### src/rtl/image_ram_arbiter.sv
`default_nettype none
// ============================================================================
// Module      : image_ram_arbiter
// Description : Shares one single-port image RAM between a burst block writer
//               and a reader, with a guaranteed reader slot before preemption.
// Revision    : 1.0 - initial release
// ============================================================================
module image_ram_arbiter #(
    parameter int PIXEL_WIDTH             = 8,
    parameter int IMAGE_RAM_ADDRESS_WIDTH = 17,
    parameter int WRITE_BURST             = 64,
    parameter int READ_SLOT               = 16
) (
    input  logic                               clk,
    input  logic                               rst,
    input  logic                               wr_req,
    input  logic                               wr_en,
    input  logic [IMAGE_RAM_ADDRESS_WIDTH-1:0] wr_address,
    input  logic [PIXEL_WIDTH-1:0]             wr_data,
    output logic                               wr_grant,
    output logic                               wr_error,
    input  logic                               rd_req,
    input  logic                               rd_en,
    input  logic [IMAGE_RAM_ADDRESS_WIDTH-1:0] rd_address,
    output logic                               rd_grant,
    output logic [PIXEL_WIDTH-1:0]             rd_data,
    output logic                               rd_valid,
    output logic [IMAGE_RAM_ADDRESS_WIDTH-1:0] image_RAM_address,
    output logic [PIXEL_WIDTH-1:0]             image_RAM_data,
    output logic                               image_RAM_CE,
    output logic                               image_RAM_WE,
    input  logic [PIXEL_WIDTH-1:0]             image_RAM_q
);

    localparam int c_BEAT_W = $clog2(WRITE_BURST) + 1;
    localparam int c_SLOT_W = $clog2(READ_SLOT) + 1;
    localparam logic [c_BEAT_W-1:0] c_BURST_LAST = c_BEAT_W'(WRITE_BURST - 1);
    localparam logic [c_SLOT_W-1:0] c_SLOT_MAX   = c_SLOT_W'(READ_SLOT);

    typedef enum logic [1:0] {
        IDLE  = 2'd0,
        WRITE = 2'd1,
        READ  = 2'd2
    } state_t;

    state_t                  r_state;
    state_t                  w_next_state;
    logic [c_BEAT_W-1:0]     r_beat_cnt;
    logic [c_SLOT_W-1:0]     r_slot_cnt;
    logic                    r_read_owed;
    logic                    r_wr_error;
    logic                    r_rd_valid;
    logic [PIXEL_WIDTH-1:0]  r_rd_data;
    logic                    w_last_beat;
    logic                    w_in_write;
    logic                    w_in_read;

    assign w_last_beat = (r_state == WRITE) && wr_en && (r_beat_cnt == c_BURST_LAST);

    always_comb begin
        w_next_state = r_state;
        case (r_state)
            IDLE: begin
                if (r_read_owed && rd_req) w_next_state = READ;
                else if (wr_req)           w_next_state = WRITE;
                else if (rd_req)           w_next_state = READ;
            end
            WRITE: begin
                if (w_last_beat) w_next_state = IDLE;
            end
            READ: begin
                if (!rd_req || ((r_slot_cnt == c_SLOT_MAX) && wr_req)) w_next_state = IDLE;
            end
            default: w_next_state = IDLE;
        endcase
    end

    always_ff @(posedge clk) begin
        if (rst) begin
            r_state     <= IDLE;
            r_beat_cnt  <= '0;
            r_slot_cnt  <= '0;
            r_read_owed <= 1'b0;
            r_wr_error  <= 1'b0;
            r_rd_valid  <= 1'b0;
            r_rd_data   <= '0;
        end else begin
            r_state <= w_next_state;

            if (r_state != WRITE || w_last_beat) r_beat_cnt <= '0;
            else if (wr_en)                      r_beat_cnt <= r_beat_cnt + 1'b1;

            if (r_state != READ || w_next_state != READ) r_slot_cnt <= '0;
            else if (r_slot_cnt != c_SLOT_MAX)           r_slot_cnt <= r_slot_cnt + 1'b1;

            // Reader that waited through a whole burst wins the next IDLE decision
            if (w_last_beat && rd_req)                          r_read_owed <= 1'b1;
            else if (r_state == IDLE && w_next_state == READ)   r_read_owed <= 1'b0;

            if (wr_en && r_state != WRITE) r_wr_error <= 1'b1;

            r_rd_valid <= (r_state == READ) && rd_en;
            if (r_rd_valid) r_rd_data <= image_RAM_q;
        end
    end

    // Reset masks everything immediately rather than waiting for the next edge
    assign w_in_write = (r_state == WRITE) && !rst;
    assign w_in_read  = (r_state == READ)  && !rst;
    assign wr_grant   = w_in_write;
    assign rd_grant   = w_in_read;
    assign wr_error   = r_wr_error && !rst;
    assign rd_valid   = r_rd_valid && !rst;
    assign rd_data    = rst ? '0 : (r_rd_valid ? image_RAM_q : r_rd_data);

    always_comb begin
        image_RAM_address = '0;
        image_RAM_data    = '0;
        image_RAM_CE      = 1'b0;
        image_RAM_WE      = 1'b0;
        if (w_in_write) begin
            image_RAM_address = wr_address;
            image_RAM_data    = wr_data;
            image_RAM_CE      = wr_en;
            image_RAM_WE      = wr_en;
        end else if (w_in_read) begin
            image_RAM_address = rd_address;
            image_RAM_CE      = rd_en;
        end
    end

endmodule
`default_nettype wire

### config.mk
export PLATFORM = sky130hd
export DESIGN_NAME = image_ram_arbiter
export DESIGN_NICKNAME = d
export VERILOG_FILES = /design/src/rtl/image_ram_arbiter.sv
export SDC_FILE = /design/constraint.sdc
export NUM_CORES = 1
export LEC_CHECK = 0
export CAP_MARGIN = 20
export CELL_PAD_IN_SITES_DETAIL_PLACEMENT = 1
export CELL_PAD_IN_SITES_GLOBAL_PLACEMENT = 2
export CORE_MARGIN = 4
export CORE_UTILIZATION = 18
export CTS_CLUSTER_SIZE = 40
export DETAILED_ROUTE_END_ITERATION = 16
export PLACE_DENSITY = 0.79
export SYNTH_ARGS = -nofsm -noshare
export SYNTH_HDL_FRONTEND = slang
export SYNTH_SLANG_ARGS = --single-unit
### constraint.sdc
create_clock -name clk -period 1.6 [get_ports clk]
set_input_delay 0.24 -clock clk [delete_from_list [all_inputs] [get_ports clk]]
set_output_delay 0.24 -clock clk [all_outputs]
set_load 0.01 [all_outputs]
==> results.json, run 1 <==
{
  "worst-path-stages": 5,
  "diodes": 0,
  "r2r_cells": 5,
  "area_delta_synth_final_pct": 101,
  "firstDrtPassIters": 4,
  "start_util_pct": 18.5,
  "required_ns": 1.36,
  "layout-drive-gt1-share_pct": 31.5,
  "ctsLongestPathBuffers": 2,
  "dieHeight_um": 94.2,
  "worst_slack_ns": -0.0738,
  "port_buffers": 94,
  "cts_sinks": 25,
  "yosysSeqAreaShare_pct": 37.4,
  "clk_latency_ns": 0.27,
  "die_w_um": 94.2,
  "die-area_um2": 8880,
  "timing.critical_path.cells": "nor3b_4 > buf_6 > buf_12 > a22o_1 > buf_2",
  "critPathCaptureType": "output pin",
  "rows": 31,
  "yosys.area.top_type": "dfxtp_1",
  "reg2reg_from": "r_slot_cnt[0]",
  "final_nets": 317,
  "endpoint": "image_RAM_address[1]",
  "cp.buffers_inverters": 3,
  "r2r-end": "r_state[1]",
  "fin_crit_sh_pct": 105,
  "cts_tree": "built",
  "slowest_stage": "dfxtp_4",
  "syn_inst": 140,
  "ys_ff_latch": 25,
  "numCtsBuffers": 3,
  "synth_top_cell_area_share_pct": 37.4,
  "wl_per_cell_um": 14.2,
  "max_freq_mhz": 597,
  "cts-hold-fix-buffers": 0,
  "grt_pass1_vias": 1519,
  "track_usage_pct": 11.1,
  "critPathArrivalTime_ns": 1.43,
  "cp_max_fo": 5,
  "status": "complete, but fails checks",
  "holdCritPathClass": "register to register",
  "path_class": "register to output pin",
  "worstMarginPinSlew_ns": 0.414,
  "ant_nets": 0,
  "ys_top_cells_by_area": "dfxtp_1 (37%), a22o_1 (10%), mux2i_1 (6.7%)",
  "post-dp-hpwl_um": 3790,
  "ys_warn_count": 0,
  "synth_common_cells": "dfxtp_1 (25), a22o_1 (16), nor2_1 (16)",
  "p_leak_nw": 1.14,
  "fillers": 862,
  "hold_ws_ns": 0.476,
  "grt_max_degree": 19,
  "power.total_mw": 1.40,
  "grt_pass1_wl_um": 7730,
  "num_io_pins": 95,
  "ys.flop_type": "dfxtp_1",
  "viasPerCell": 4.10,
  "min_period_ns": 1.67,
  "r2r_slack_ns": 0.20,
  "antenna_found_initial": 0,
  "slew-limit-headroom_pct": 72.2,
  "startpoint_type": "register",
  "violations": "negative setup slack",
  "htreeDepth": 1,
  "setup_viol": 26,
  "crit_path_start": "r_state[0]",
  "multi_input_area_um2": 796,
  "synth_edf_count": 0,
  "maxCapViolations": 0,
  "synth_area_um2": 1340,
  "routed_wl_um": 5070,
  "gp_congestion": 0.719,
  "regArea_um2": 509,
  "synth_area_per_cell_um2": 9.56,
  "fin_skew_ns": 0.00595,
  "hold_depth": 2,
  "clockRootBuffer": "clkbuf_8",
  "synth_most_common_cell": "dfxtp_1",
  "crit_path_max_incr_delay_ns": 0.37,
  "drtIter0Drc": 32,
  "cp_top_family": "buffers and inverters",
  "hold_violations": 0,
  "synth.distinct_cells": 39,
  "rsz0062_at_grt": "yes",
  "clkTransAtPathRegs_ns": 0.09,
  "powerDensity_nw_per_um2": 521,
  "ir_drop_uv": 308,
  "gr-total-overflow": 0,
  "synthArstFlopShare_pct": 0,
  "slew_viol_final": 0,
  "synth_fp_nets": 199,
  "vias": 1461,
  "core_um2": 7250,
  "drc": 0
}
## layout by cell type, fill, tap and decap left out, types with 3 or more instances in the layout
cell type	instances
nand2_1	4
ha_1	3
buf_4	18
a22o_1	16
nand3_1	3
clkdlybuf4s15_1	7
dlygate4sd2_1	4
a21oi_1	5
nor2_1	16
clkbuf_8	3
clkdlybuf4s50_1	54
dfxtp_1	22
inv_1	5
mux2i_1	9
buf_6	17
and2_4	10
buf_12	3
buf_2	16
xor2_1	4
xnor2_1	3
## how the worst min path moves through the flow
stage	startpoint	endpoint	slack, ns
global placement	r_wr_error	r_wr_error	0.44
finish	r_wr_error	r_wr_error	0.48
floorplan	wr_req	r_state[1]	0.33
CTS	r_wr_error	r_wr_error	0.49
global route	r_wr_error	r_wr_error	0.52
detailed placement	r_wr_error	r_wr_error	0.47
## per-layer routing
layer | up-vias | GRT usage [%] | wire (µm)
met5 | - | 0 | 0
met4 | 0 | 0.722 | 0
met3 | 0 | 2.56 | 198
met2 | 29 | 21.0 | 2760
met1 | 699 | 13.1 | 2110
li1 | 733 | - | -
## through the flow
| step | util, % | cell area, µm² | worst slack, ns | cells | TNS [ns] |
|---|---|---|---|---|---|
| global placement | 34.8 | 2530 | -0.665 | 342 | -20.01 |
| floorplan | - | 1340 | 0.203 | 140 | 0 |
| detailed placement | 34.8 | 2530 | -0.664 | 342 | -20.28 |
| global route | 37.0 | 2690 | -0.155 | 356 | -3.12 |
| CTS | 36.3 | 2630 | -0.191 | 357 | -2.25 |
| finish | 37.0 | 2690 | -0.0738 | 356 | -1.02 |
## worst reg2reg max path: stages (launching register included)
cell	delay, ns
dfxtp_1	0.33
inv_1	0.05
ha_1	0.18
and4bb_4	0.22
a21o_1	0.19
a2111oi_2	0.33
## registers in the layout, indices dropped and copies added (netlist names)
name         cells
r_beat_cnt       7
r_rd_data        8
r_rd_valid       1
r_read_owed      1
r_slot_cnt       5
r_state          2
r_wr_error       1
## layout make-up
cell class / instances / area share [%]
inverter: 5 / 0.699
multi-input combinational: 101 / 29.6
clock buffer: 3 / 1.54
timing repair buffer: 122 / 44.4
sequential: 25 / 19.0
clock inverter: 1 / 0.186
tap: 99 / 4.61
## timing repair
| item | 4_1_cts | 5_1_grt |
|---|---|---|
| setup buffers | 8 | 2 |
| gates resized for setup | 148 | 25 |
| gates cloned | 3 | 1 |
| setup endpoints to repair | 39 | 36 |
| pin swaps | 22 | 9 |
## where the power goes
part / internal [mW] / switching [mW]
clock: 0.174 / 0.210
combinational: 0.253 / 0.126
sequential: 0.630 / 0.00731
## kinds of logic after synthesis
kind of cell | Yosys count | share of synthesized area [%]
fa+ha+maj | 3 | 2.80
compound gates | 32 | 20.6
mux | 9 | 6.73
simple gates | 50 | 22.4
buf+inv | 14 | 5.51
xor+xnor | 7 | 4.58
flops | 25 | 37.4
No activity file was read; power rests on OpenSTA's default activity.
==> run 2: changes to the inputs <==
- SLEW_MARGIN: not set -> 20
==> results of run 2 <==
Same layout as run 1: the final DEF is identical, and so are final timing and power.
